## src/rtl/accum_calc_engine.sv

```systemverilog
// One matrix-vector pass v_new = Y * v_old over ping-pong V banks.
// Strobes stop in the same cycle the iteration enable is seen low.
module accum_calc_engine #(
   parameter int N      = 16,
   parameter int DATA_W = 16,
   parameter int FRAC_W = 8,
   parameter int LOG2N  = 4
) (
   input  logic                  clock,
   input  logic                  reset,
   input  logic                  in_enableAccumCalc,
   output logic                  op_ySramReadEn,
   output logic [2*LOG2N-1:0]    op_ySramReadAddr,
   input  logic [DATA_W-1:0]     in_ySramReadData,
   output logic                  op_vSramReadEn,
   output logic [LOG2N:0]        op_vSramReadAddr,
   input  logic [DATA_W-1:0]     in_vSramReadData,
   output logic                  op_vSramWriteEn,
   output logic [LOG2N:0]        op_vSramWriteAddr,
   output logic [DATA_W-1:0]     op_vSramWriteData,
   output logic                  op_vBankSel,
   output logic                  op_accumCalcDoneFlag
);

   localparam int PW = 2 * DATA_W;
   localparam int AW = 2 * DATA_W + LOG2N;

   typedef enum logic [2:0] {
      S_IDLE,
      S_READ,
      S_DRAIN1,
      S_DRAIN2,
      S_WRITE,
      S_DONE,
      S_WAIT_RELEASE
   } state_t;

   state_t                state_q, state_d;
   logic [LOG2N-1:0]      row_q, row_d;
   logic [LOG2N-1:0]      col_q, col_d;
   logic                  bank_q, bank_d;
   logic                  rd_vld_q, rd_vld_d;
   logic                  prod_vld_q, prod_vld_d;
   logic signed [PW-1:0]  prod_q, prod_d;
   logic signed [AW-1:0]  acc_q, acc_d;

   logic                  en;
   logic                  rd_fire;
   logic                  wr_fire;
   logic signed [AW-1:0]  shifted;
   logic [AW-DATA_W:0]    hi_bits;
   logic [DATA_W-1:0]     sat;

   assign en      = in_enableAccumCalc;
   assign rd_fire = (state_q == S_READ) && en;
   assign wr_fire = (state_q == S_WRITE) && en;

   always_comb begin
      state_d = state_q;
      row_d   = row_q;
      col_d   = col_q;
      bank_d  = bank_q;
      unique case (state_q)
         S_IDLE: begin
            if (en) begin
               row_d   = '0;
               col_d   = '0;
               state_d = S_READ;
            end
         end
         S_READ: begin
            if (!en) begin
               state_d = S_IDLE;
            end else begin
               col_d = col_q + LOG2N'(1);
               if (col_q == LOG2N'(N - 1)) state_d = S_DRAIN1;
            end
         end
         S_DRAIN1: state_d = en ? S_DRAIN2 : S_IDLE;
         S_DRAIN2: state_d = en ? S_WRITE : S_IDLE;
         S_WRITE: begin
            if (!en) begin
               state_d = S_IDLE;
            end else if (row_q == LOG2N'(N - 1)) begin
               state_d = S_DONE;
            end else begin
               row_d   = row_q + LOG2N'(1);
               col_d   = '0;
               state_d = S_READ;
            end
         end
         S_DONE: begin
            bank_d  = ~bank_q;
            state_d = en ? S_WAIT_RELEASE : S_IDLE;
         end
         S_WAIT_RELEASE: begin
            if (!en) state_d = S_IDLE;
         end
         default: state_d = S_IDLE;
      endcase
   end

   // Read issued at t: data at t+1, product registered end of t+1,
   // accumulated end of t+2, so the sum is complete in WRITE.
   always_comb begin
      rd_vld_d   = rd_fire;
      prod_vld_d = rd_vld_q;
      prod_d     = $signed(in_ySramReadData) * $signed(in_vSramReadData);
      acc_d      = acc_q;
      if (state_q == S_IDLE || state_q == S_WRITE) begin
         acc_d = '0;
      end else if (prod_vld_q) begin
         acc_d = acc_q + {{LOG2N{prod_q[PW-1]}}, prod_q};
      end
   end

   always_ff @(posedge clock or posedge reset) begin
      if (reset) begin
         state_q    <= S_IDLE;
         row_q      <= '0;
         col_q      <= '0;
         bank_q     <= 1'b0;
         rd_vld_q   <= 1'b0;
         prod_vld_q <= 1'b0;
         prod_q     <= '0;
         acc_q      <= '0;
      end else begin
         state_q    <= state_d;
         row_q      <= row_d;
         col_q      <= col_d;
         bank_q     <= bank_d;
         rd_vld_q   <= rd_vld_d;
         prod_vld_q <= prod_vld_d;
         prod_q     <= prod_d;
         acc_q      <= acc_d;
      end
   end

   // Floor shift back to Q-format, then clamp to the signed element range.
   assign shifted = acc_q >>> FRAC_W;
   assign hi_bits = shifted[AW-1:DATA_W-1];

   always_comb begin
      if ((&hi_bits) || !(|hi_bits)) begin
         sat = shifted[DATA_W-1:0];
      end else if (shifted[AW-1]) begin
         sat = {1'b1, {(DATA_W-1){1'b0}}};
      end else begin
         sat = {1'b0, {(DATA_W-1){1'b1}}};
      end
   end

   assign op_ySramReadEn       = rd_fire;
   assign op_ySramReadAddr     = rd_fire ? {row_q, col_q} : '0;
   assign op_vSramReadEn       = rd_fire;
   assign op_vSramReadAddr     = rd_fire ? {bank_q, col_q} : '0;
   assign op_vSramWriteEn      = wr_fire;
   assign op_vSramWriteAddr    = wr_fire ? {~bank_q, row_q} : '0;
   assign op_vSramWriteData    = wr_fire ? sat : '0;
   assign op_vBankSel          = bank_q;
   assign op_accumCalcDoneFlag = (state_q == S_DONE);

endmodule

```

## config.mk

```make
export PLATFORM = sky130hd
export DESIGN_NAME = accum_calc_engine
export DESIGN_NICKNAME = d
export VERILOG_FILES = /design/src/rtl/accum_calc_engine.sv
export SDC_FILE = /design/constraint.sdc
export NUM_CORES = 1
export LEC_CHECK = 0
export CORE_MARGIN = 4
export CORE_UTILIZATION = 55
export CTS_CLUSTER_DIAMETER = 120
export CTS_CLUSTER_SIZE = 25
export DETAILED_ROUTE_END_ITERATION = 7
export GPL_TIMING_DRIVEN = 0
export PLACE_DENSITY_LB_ADDON = 0.1
export RECOVER_POWER = 25
export SLEW_MARGIN = 10
export SYNTH_ARGS = -nofsm -noshare
export SYNTH_HDL_FRONTEND = slang
export SYNTH_SLANG_ARGS = --single-unit
```

## constraint.sdc

```tcl
create_clock -name clock -period 3.71 [get_ports clock]
set_input_delay 0.742 -clock clock [delete_from_list [all_inputs] [get_ports clock]]
set_output_delay 0.742 -clock clock [all_outputs]
set_load 0.005 [all_outputs]
```

==> results.toml, run 1 <==
[finish]
layout_common_cells = "inv_1, fa_1, nand2_1"
utilization = 0.7004
nets = 2205
drive_gt1_frac = 0.1985
layout_commonest_cell = "inv_1"
areaGrowthSynthToFinish_pct = 24.44
antenna-diode-count = 0

[sta]
worstMarginPinSlew_ps = 1424
setup_ws_ps = -2384
final-setup-viol-count = 26
maxSlewViolCount = 0
period_needed_ps = 6094
finalClockSkew_ps = 10.79
relSlewSlack = 0.05087
rsz0062_at_grt = "true"
max_freq_ghz = 0.1641
period_share = 1.643
timing.setup.tns_ps = -43870
hold_viol_final = 0
holdWs_ps = 361.6

[critical_path]
startpoint = "in_vSramReadData[5]"
worstPathMaxFanout = 3
cp.arrival_ps = 6350
worstSetupPathType = "in -> reg"
timing.rr.start = "acc_q[0]$_DFFE_PP0P_"
worstPathRequired_ps = 3970
worstSetupStartpointType = "input pin"
cp-end-kind = "register"

[floorplanning]
dieArea_um2 = 29500
die_h_um = 171.8
num_io_pins = 74
initial_utilization = 0.5629
row_count = 59
dieWidth_um = 171.8
core_um2 = 26210

[logic_synthesis]
async_flop_share = 1.000
synth_seq_cells = 82
synth_edf_count = 0
yosysUniqueCellTypes = 59
synth_top_area_share = 0.3569
synth_area_leader_cell = "fa_1"
synth_area_leaders = "fa_1, dfrtp_1, ha_1"
synth_flop_cell = "dfrtp_1"
seq_area_frac_synth = 0.1391
syn-num-nets = 2021
syn_area_um2 = 14750
yosysWarnings = 0
synthCells = 1604
avgSynthCellArea_um2 = 9.196

[clock_network]
hold_buffers = 0
clockBufferDepth = 2
h-tree-depth = 3
clk-insertion-delay-late_ps = 340
cts_buffers = 9
cts_root_buf = "clkbuf_16"
clock_sinks = 82
cts_tree = "built"
path_clk_slew_ps = 70

[placed_design]
hpwl_mm = 29.33
port-buffer-count = 73
dpl_worst_slack_ps = -3692
globalplace.congestion = 0.9685

[drt]
routed_via_density = 5.451
wirelength_mm = 37.98
drc = 0
ant_nets = 0
first_iter_violations = 600
routedWlPerCell_um = 17.85
via_count = 11600
drtPass1Iterations = 5

[worst_hold_path]
worstHoldPathType = "reg -> reg"
hold_start = "prod_vld_d$_DFF_PP0_"

[run_status]
outcome = "complete, but fails checks"
violations = "setup timing"

[global_routing]
grt_start_max_net_pins = 60
grt_overflow = 0
grt_pass1_vias = 12090
grt_antenna_before_repair = 0
grt_pass1_wl_mm = 62.15
gr-usage-all-layers = 0.2648

[run]
maxCapViolCount = 0
[Yosys cell counts, types with 3 or more instances]
cell      count
ha_1        119
nand2_1     169
and2_1      135
inv_1       300
nor3_1       14
buf_4         5
a21o_1       30
o21a_1       10
o211a_1       4
xor2_1       17
a211oi_1     13
nand3_1      21
clkbuf_1     49
nor3b_1       3
o21ai_0      24
mux2i_1      23
o21ai_1      12
or2_2         3
o211ai_1      5
nor2b_1      11
xnor2_1      46
o22ai_1       5
a21oi_1      69
and3_1       15
dfrtp_1      82
o31ai_1       4
fa_1        263
o21bai_1      6
nor4_1        4
nand4_1       9
a31oi_1       7
or3_1         5
buf_1         5
nor2_1       74
a211o_1       3
nand2b_1     12
[cell type report]
type                       instances  area, um^2
timing repair buffer             173        1668
tap                              335       419.2
clock buffer                      10       229.0
multi-input combinational       1163       12060
clock inverter                     6       48.80
sequential                        82        2052
buffer                            59       745.7
fill                            2006        7851
inverter                         300        1132
[cell families after synthesis]
kind of cell / synth area share
buf+inv: 0.09263
flops: 0.1391
mux: 0.01561
compound gates: 0.09636
fa+ha+maj: 0.4579
simple gates: 0.1610
xor+xnor: 0.03741
[state kept, by name (all words and copies together), names as in the netlist]
register,cells
row_q,4
prod_vld_d,1
prod_q,32
state_q,3
prod_vld_q,1
col_q,4
op_vBankSel,1
acc_q,36
[worst max-delay path, cell delays in order]
cell	delay, ps
buf_8	110
buf_8	120
buf_4	130
and2_4	140
fa_2	540
inv_2	40
fa_2	360
fa_1	490
fa_1	580
inv_2	40
fa_1	450
fa_1	540
ha_4	220
nor2b_1	130
o21ai_2	140
o211ai_1	110
buf_4	180
a21boi_4	190
o211ai_1	100
buf_4	160
a2111oi_4	390
o41ai_2	130
a21oi_1	160
xnor2_1	130
[final timing paths]
path / cells past startpoint / to / slack (ps)
worst max-delay path: 24 / prod_q[30]$_DFF_PP0_ / -2380
worst min-delay path: 0 / prod_vld_q$_DFF_PP0_ / 360
worst max register to register: 12 / acc_q[34]$_DFFE_PP0P_ / 430
worst min register to register: 0 / prod_vld_q$_DFF_PP0_ / 360
max in group asynchronous: 3 / prod_q[12]$_DFF_PP0_ / 740
min in group asynchronous: 2 / acc_q[11]$_DFFE_PP0P_ / 1090
[through the flow]
stage | instance area, um^2 | instances
4_1_cts | 17970 | 2118
2_1_floorplan | 15340 | 1604
3_3_place_gp | 16490 | 2012
6_report | 18360 | 2128
3_5_place_dp | 16520 | 2013
5_1_grt | 18360 | 2128
[timing repair]
action	in CTS	in global routing
pin swaps	79	75
endpoints found under the hold margin	0	0
buffers inserted	86	26
resized for setup	299	96
endpoints found under the setup margin	42	37
cloned	4	1
[per-layer routing]
layer  vias up  share of wire  track usage
li1       5409              -            -
met1      5717           0.43       0.3651
met2       390           0.47       0.4531
met3        83          0.057      0.02804
met4         0          0.034      0.06801
met5         -              0            0
Power of run 1 is not shown: default switching activity piles up to over one toggle a cycle in this logic, so the estimate is an artifact.
==> inputs of run 2 (changes only) <==
--- a/config.mk
+++ b/config.mk
@@ -12,7 +12,7 @@
 export DETAILED_ROUTE_END_ITERATION = 7
 export GPL_TIMING_DRIVEN = 0
 export PLACE_DENSITY_LB_ADDON = 0.1
-export RECOVER_POWER = 25
+export RECOVER_POWER = 100
 export SLEW_MARGIN = 10
 export SYNTH_ARGS = -nofsm -noshare
 export SYNTH_HDL_FRONTEND = slang
==> results.toml, run 2 (synthesis gave the netlist of run 1 again) <==
[sta]
hold_viol_final = 0
period_share = 1.644
max_freq_ghz = 0.1640
final-setup-viol-count = 25
rsz0062_at_grt = "true"
timing.setup.tns_ps = -43910
holdWs_ps = 361.7
period_needed_ps = 6098
maxSlewViolCount = 0
finalClockSkew_ps = 10.51
setup_ws_ps = -2388
relSlewSlack = 0.03743
worstMarginPinSlew_ps = 1444

[global_routing]
gr-usage-all-layers = 0.2648
grt_antenna_before_repair = 0
grt_pass1_vias = 12090
grt_overflow = 0
grt_pass1_wl_mm = 62.15
grt_start_max_net_pins = 60

[clock_network]
path_clk_slew_ps = 70
cts_buffers = 9
clock_sinks = 82
cts_root_buf = "clkbuf_16"
hold_buffers = 0
clk-insertion-delay-late_ps = 340
h-tree-depth = 3
clockBufferDepth = 2
cts_tree = "built"

[drt]
via_count = 11660
routed_via_density = 5.478
ant_nets = 0
drc = 0
routedWlPerCell_um = 17.89
first_iter_violations = 637
wirelength_mm = 38.06
drtPass1Iterations = 4

[floorplanning]
row_count = 59
initial_utilization = 0.5629
dieWidth_um = 171.8
dieArea_um2 = 29500
die_h_um = 171.8
num_io_pins = 74
core_um2 = 26210

[placed_design]
port-buffer-count = 73
hpwl_mm = 29.33
globalplace.congestion = 0.9685
dpl_cell_area_um2 = 16520

[finish]
layout_common_cells = "inv_1, fa_1, nand2_1"
drive_gt1_frac = 0.1946
areaGrowthSynthToFinish_pct = 24.20
utilization = 0.6991
fin_area_um2 = 18320
largest_reg_flops = 36
fillerInstances = 2016
antenna-diode-count = 0
top_register = "acc_q"
reg_top3 = "acc_q x36, prod_q x32"
layout_commonest_cell = "inv_1"
nets = 2205

[critical_path]
max_stage_delay_ps = 580
cpMostUsedCell = "fa_1"
crit_slowest_cell = "fa_1"
worstSetupPathType = "in -> reg"
worstSetupStartpointType = "input pin"
cp-end-kind = "register"
startpoint = "in_vSramReadData[5]"
worstPathMaxFanout = 3
path_cells = "buf_8, buf_8, buf_4, and2_4, fa_2, inv_2, fa_2, fa_1, fa_1, inv_2, fa_1, fa_1, ha_4, nor2b_1, o21ai_2, o211ai_1, buf_4, a21boi_4, o211ai_1, buf_4, a2111oi_4, o41ai_2, a21oi_1, xnor2_1"
worstPathRequired_ps = 3980
timing.rr.start = "acc_q[0]$_DFFE_PP0P_"
cp.arrival_ps = 6360

[worst_hold_path]
hold_start = "prod_vld_d$_DFF_PP0_"
worstHoldPathType = "reg -> reg"

[run_status]
violations = "setup timing"
outcome = "complete, but fails checks"

[run]
maxCapViolCount = 0
## run 2: critical path: cells and delay by family
| kind | cells | cell delay [ps] |
|---|---|---|
| adder cells (fa/ha/maj) | 7 | 3180 |
| AO/OA/AOI/OAI | 7 | 1220 |
| buffers and inverters | 7 | 790 |
| AND/OR/NAND/NOR | 2 | 270 |
| XOR/XNOR | 1 | 130 |
## run 2: path summary, 6_finish.rpt
check | endpoint | slack (ps) | cells after the start
hold reg to reg | prod_vld_q$_DFF_PP0_ | 360 | 0
setup / recovery | prod_q[30]$_DFF_PP0_ | -2390 | 24
max in group asynchronous | prod_q[12]$_DFF_PP0_ | 720 | 3
min in group asynchronous | acc_q[11]$_DFFE_PP0P_ | 1080 | 2
hold / removal | prod_vld_q$_DFF_PP0_ | 360 | 0
setup reg to reg | acc_q[34]$_DFFE_PP0P_ | 210 | 12
## run 2: layer usage
layer | wire, um | global-route usage | vias up
met3 | 2014 | 0.02804 | 70
met2 | 18280 | 0.4531 | 383
met1 | 16650 | 0.3651 | 5794
met5 | 0 | 0 | -
li1 | - | - | 5410
met4 | 1110 | 0.06801 | 0
## run 2: timing repair
action	CTS	global route
setup endpoints to repair	42	37
pin swaps	79	75
buffers inserted	86	26
cloned	4	1
gates resized for setup	299	96
## run 2: stage by stage
stage               worst slack (ps)  instances
detailed placement             -3692       2013
CTS                            -2386       2118
global route                   -2580       2128
global placement               -3586       2012
finish                         -2388       2128
floorplan                      -2185       1604
## run 2: area by class of cell
type | count | area, um^2 | area share
Tap cell | 335 | 419.2 | 0.02288
Clock inverter | 6 | 48.80 | 0.002664
Inverter | 300 | 1132 | 0.06181
Clock buffer | 10 | 229.0 | 0.01250
Buffer | 59 | 742.0 | 0.04050
Multi-Input combinational cell | 1163 | 12030 | 0.6566
Sequential cell | 82 | 2052 | 0.1120
Timing Repair Buffer | 173 | 1668 | 0.09104
Power of run 2 is left out for the same reason.
==> inputs of run 3 (changes only) <==
--- a/config.mk
+++ b/config.mk
@@ -11,6 +11,7 @@
 export CTS_CLUSTER_SIZE = 25
 export DETAILED_ROUTE_END_ITERATION = 7
 export GPL_TIMING_DRIVEN = 0
+export MAX_ROUTING_LAYER = met4
 export PLACE_DENSITY_LB_ADDON = 0.1
 export RECOVER_POWER = 100
 export SLEW_MARGIN = 10
==> results.toml, run 3 <==
[global_routing]
gr-usage-all-layers = 0.2787
grt_overflow = 0
grt_start_max_net_pins = 52
grt_pass1_wl_mm = 62.86
grt_antenna_before_repair = 0
grt_pass1_vias = 12130

[logic_synthesis]
async_flop_share = 1.000
yosysUniqueCellTypes = 59
synth_flop_cell = "dfrtp_1"
yosys-top-cells-count = "inv_1, fa_1, nand2_1, and2_1, ha_1"
yosysWarnings = 0
syn_area_um2 = 14750
synthCells = 1604
syn-num-nets = 2021
synth_area_leader_cell = "fa_1"
synth_seq_cells = 82
synth_edf_count = 0
seq_area_frac_synth = 0.1391
yosys.cell_count.top_type = "inv_1"
synth_area_leaders = "fa_1, dfrtp_1, ha_1"
synth_top_area_share = 0.3569
avgSynthCellArea_um2 = 9.196

[floorplanning]
die_h_um = 171.8
num_io_pins = 74
initial_utilization = 0.5629
row_count = 59
dieWidth_um = 171.8

[run_status]
lastStage = "detailed routing"
outcome = "did not finish"
error = "[ERROR DRT-0255] Maze Route cannot find path of net clock in worker of routeBox ( 144900 0 ) ( 171765 48300 )."

[sta]
grt-worst-endpoint = "prod_q[30]$_DFF_PP0_/D"
worst-ep-kind = "register data pin"

[clock_network]
clock_sinks = 82
cts_root_buf = "clkbuf_16"
hold_buffers = 0
h-tree-depth = 3
cts_buffers = 9
clockBufferDepth = 2

[placed_design]
dpl.cell_count = 2013
hpwl_mm = 29.79
globalplace.congestion = 0.9613
port-buffer-count = 73
dpl_cell_area_um2 = 16520
## run 3: logic make-up after synthesis
kind of cell | count (synthesis) | synth area share
compound gates | 215 | 0.09636
fa+ha+maj | 382 | 0.4579
buf+inv | 359 | 0.09263
mux | 23 | 0.01561
simple gates | 480 | 0.1610
flops | 82 | 0.1391
xor+xnor | 63 | 0.03741
## run 3: timing repair
action	4_1_cts	5_1_grt
buffers inserted	96	25
resized for setup	312	92
cloned	3	1
pin swaps	78	95
endpoints found under the setup margin	42	41
## run 3: stage by stage
step | hold WS [ps] | utilization | setup slack, ps | TNS, ps
after global routing | 359.8 | 0.7003 | -2640 | -51310
after CTS | 355.5 | 0.6891 | -2382 | -43490
after detailed placement | 341.2 | 0.6306 | -3579 | -71630
after global placement | 338.4 | 0.6294 | -3560 | -110630
after floorplan | 331.2 | - | -2185 | -38100
## run 3: metal layers
layer	track usage
met2	0.4545
met4	0.08715
met5	-
met3	0.03447
met1	0.3684
==> inputs of run 4 (changes only) <==
--- a/config.mk
+++ b/config.mk
@@ -6,13 +6,10 @@
 export NUM_CORES = 1
 export LEC_CHECK = 0
 export CORE_MARGIN = 4
-export CORE_UTILIZATION = 55
-export CTS_CLUSTER_DIAMETER = 120
-export CTS_CLUSTER_SIZE = 25
+export CORE_UTILIZATION = 40
 export DETAILED_ROUTE_END_ITERATION = 7
 export GPL_TIMING_DRIVEN = 0
-export MAX_ROUTING_LAYER = met4
-export PLACE_DENSITY_LB_ADDON = 0.1
+export PLACE_DENSITY_LB_ADDON = 0.15
 export RECOVER_POWER = 100
 export SLEW_MARGIN = 10
 export SYNTH_ARGS = -nofsm -noshare
==> results.toml, run 4 (synthesis gave the netlist of run 1 again) <==
[critical_path]
r2r_setup_slack_ps = 180
timing.rr.start = "acc_q[0]$_DFFE_PP0P_"
max_stage_delay_ps = 600
worstSetupStartpointType = "input pin"
crit_buf_inv = 5
reg2reg_depth = 12
r2r-end = "acc_q[34]$_DFFE_PP0P_"
worstSetupPathType = "in -> reg"
cp.depth = 22
startpoint = "in_ySramReadData[9]"
critPathTopFamily = "adder cells"
worstPathRequired_ps = 3970
cp.arrival_ps = 6340
path_cells = "buf_12, clkbuf_16, buf_4, nand2_2, fa_2, fa_2, fa_2, fa_1, inv_2, fa_1, fa_1, ha_4, nor2b_4, o21ai_2, o211ai_1, buf_4, a21boi_4, o211ai_1, a2111oi_4, o41ai_2, a21oi_1, xnor2_1"
cp-end-kind = "register"
worstPathMaxFanout = 4
endpoint = "prod_q[30]$_DFF_PP0_"
crit_slowest_cell = "fa_2"

[placed_design]
hpwl_mm = 31.08
port-buffer-count = 73
globalplace.congestion = 0.8847

[sta]
timing.setup.tns_ps = -42390
rsz0062_at_grt = "true"
holdWs_ps = 348.9
period_share = 1.639
max_freq_ghz = 0.1645
hold_viol_final = 0
maxSlewViolCount = 42
finalClockSkew_ps = 7.248
relSlewSlack = -0.1731
final-setup-viol-count = 25
worstMarginPinSlew_ps = 1750
setup_ws_ps = -2370
period_needed_ps = 6080

[finish]
layout_commonest_cell = "inv_1"
reg_top3 = "acc_q x36, prod_q x32"
areaGrowthSynthToFinish_pct = 26.54
largest_reg_flops = 36
layout_common_cells = "inv_1, fa_1, nand2_1"
antenna-diode-count = 0
top_register = "acc_q"
nets = 2212
drive_gt1_frac = 0.2000

[global_routing]
grt_overflow = 0
grt_start_max_net_pins = 43
grt_pass1_vias = 12260
grt_pass1_wl_mm = 63.65
grt_antenna_before_repair = 0
gr-usage-all-layers = 0.1985

[drt]
first_iter_violations = 525
drc = 0
via_count = 11370
routed_via_density = 5.013
routedWlPerCell_um = 16.97
drtPass1Iterations = 5
wirelength_mm = 38.48
ant_nets = 0

[floorplanning]
core_um2 = 36520
initial_utilization = 0.4039
row_count = 70
num_io_pins = 74
dieWidth_um = 200.0
dieArea_um2 = 40010
die_h_um = 200.0

[run_status]
violations = "capacitance limit, slew limit, setup timing"
outcome = "complete, but fails checks"

[clock_network]
cts_root_buf = "clkbuf_16"
clk-insertion-delay-late_ps = 340
cts_buffers = 9
clockBufferDepth = 2
hold_buffers = 0
clock_sinks = 82
cts_tree = "built"
path_clk_slew_ps = 60
h-tree-depth = 3

[worst_hold_path]
worstHoldPathType = "reg -> reg"

[run]
maxCapViolCount = 1
run 4: layout make-up:
cell class / count / area [um^2]
sequential: 82 / 2052
fill: 3378 / 17860
tap: 468 / 585.6
clock buffer: 11 / 232.7
multi-input combinational: 1163 / 11990
inverter: 300 / 1135
buffer: 59 / 778.2
timing repair buffer: 180 / 1818
clock inverter: 5 / 78.83
run 4: worst min path at each step:
stage | slack [ps] | start | cells past startpoint | endpoint
2_1_floorplan | 330 | prod_vld_d$_DFF_PP0_ | 0 | prod_vld_q$_DFF_PP0_
3_3_place_gp | 340 | prod_vld_d$_DFF_PP0_ | 0 | prod_vld_q$_DFF_PP0_
3_5_place_dp | 340 | prod_vld_d$_DFF_PP0_ | 0 | prod_vld_q$_DFF_PP0_
4_1_cts | 350 | prod_vld_d$_DFF_PP0_ | 0 | prod_vld_q$_DFF_PP0_
5_1_grt | 360 | prod_vld_d$_DFF_PP0_ | 0 | prod_vld_q$_DFF_PP0_
6_report | 350 | prod_vld_d$_DFF_PP0_ | 0 | prod_vld_q$_DFF_PP0_
run 4: metal layers:
| layer | global-route usage | up-vias | wire, um |
|---|---|---|---|
| li1 | - | 5412 | - |
| met3 | 0.02299 | 67 | 1557 |
| met1 | 0.2711 | 5644 | 17440 |
| met2 | 0.3401 | 246 | 18440 |
| met5 | 0 | - | 0 |
| met4 | 0.04906 | 0 | 1040 |
run 4: through the flow:
stage | instances | instance area [um^2] | setup WS (ps) | utilization
CTS | 2235 | 18110 | -2410 | 0.4960
finish | 2268 | 18670 | -2370 | 0.5111
detailed placement | 2146 | 16680 | -3705 | 0.4568
global route | 2268 | 18670 | -2588 | 0.5111
floorplan | 1604 | 15340 | -2185 | -
global placement | 2145 | 16660 | -3653 | 0.4562
run 4: worst register-to-register path: cells and delay by family, from the launching register on:
kind                       cells  cell delay, ps
AOI/OAI and AO/OA              8            1970
DFF                            1             380
xor gates and xnor gates       1             150
adders and majority gates      2             670
and+or+nand+nor                1             220
run 4: what timing repair did:
action	in CTS	in global routing
setup endpoints to repair	38	42
cloned	3	2
pin swaps	91	96
gates resized for setup	309	110
buffers inserted	70	36
Power of run 4 is left out for the same reason.
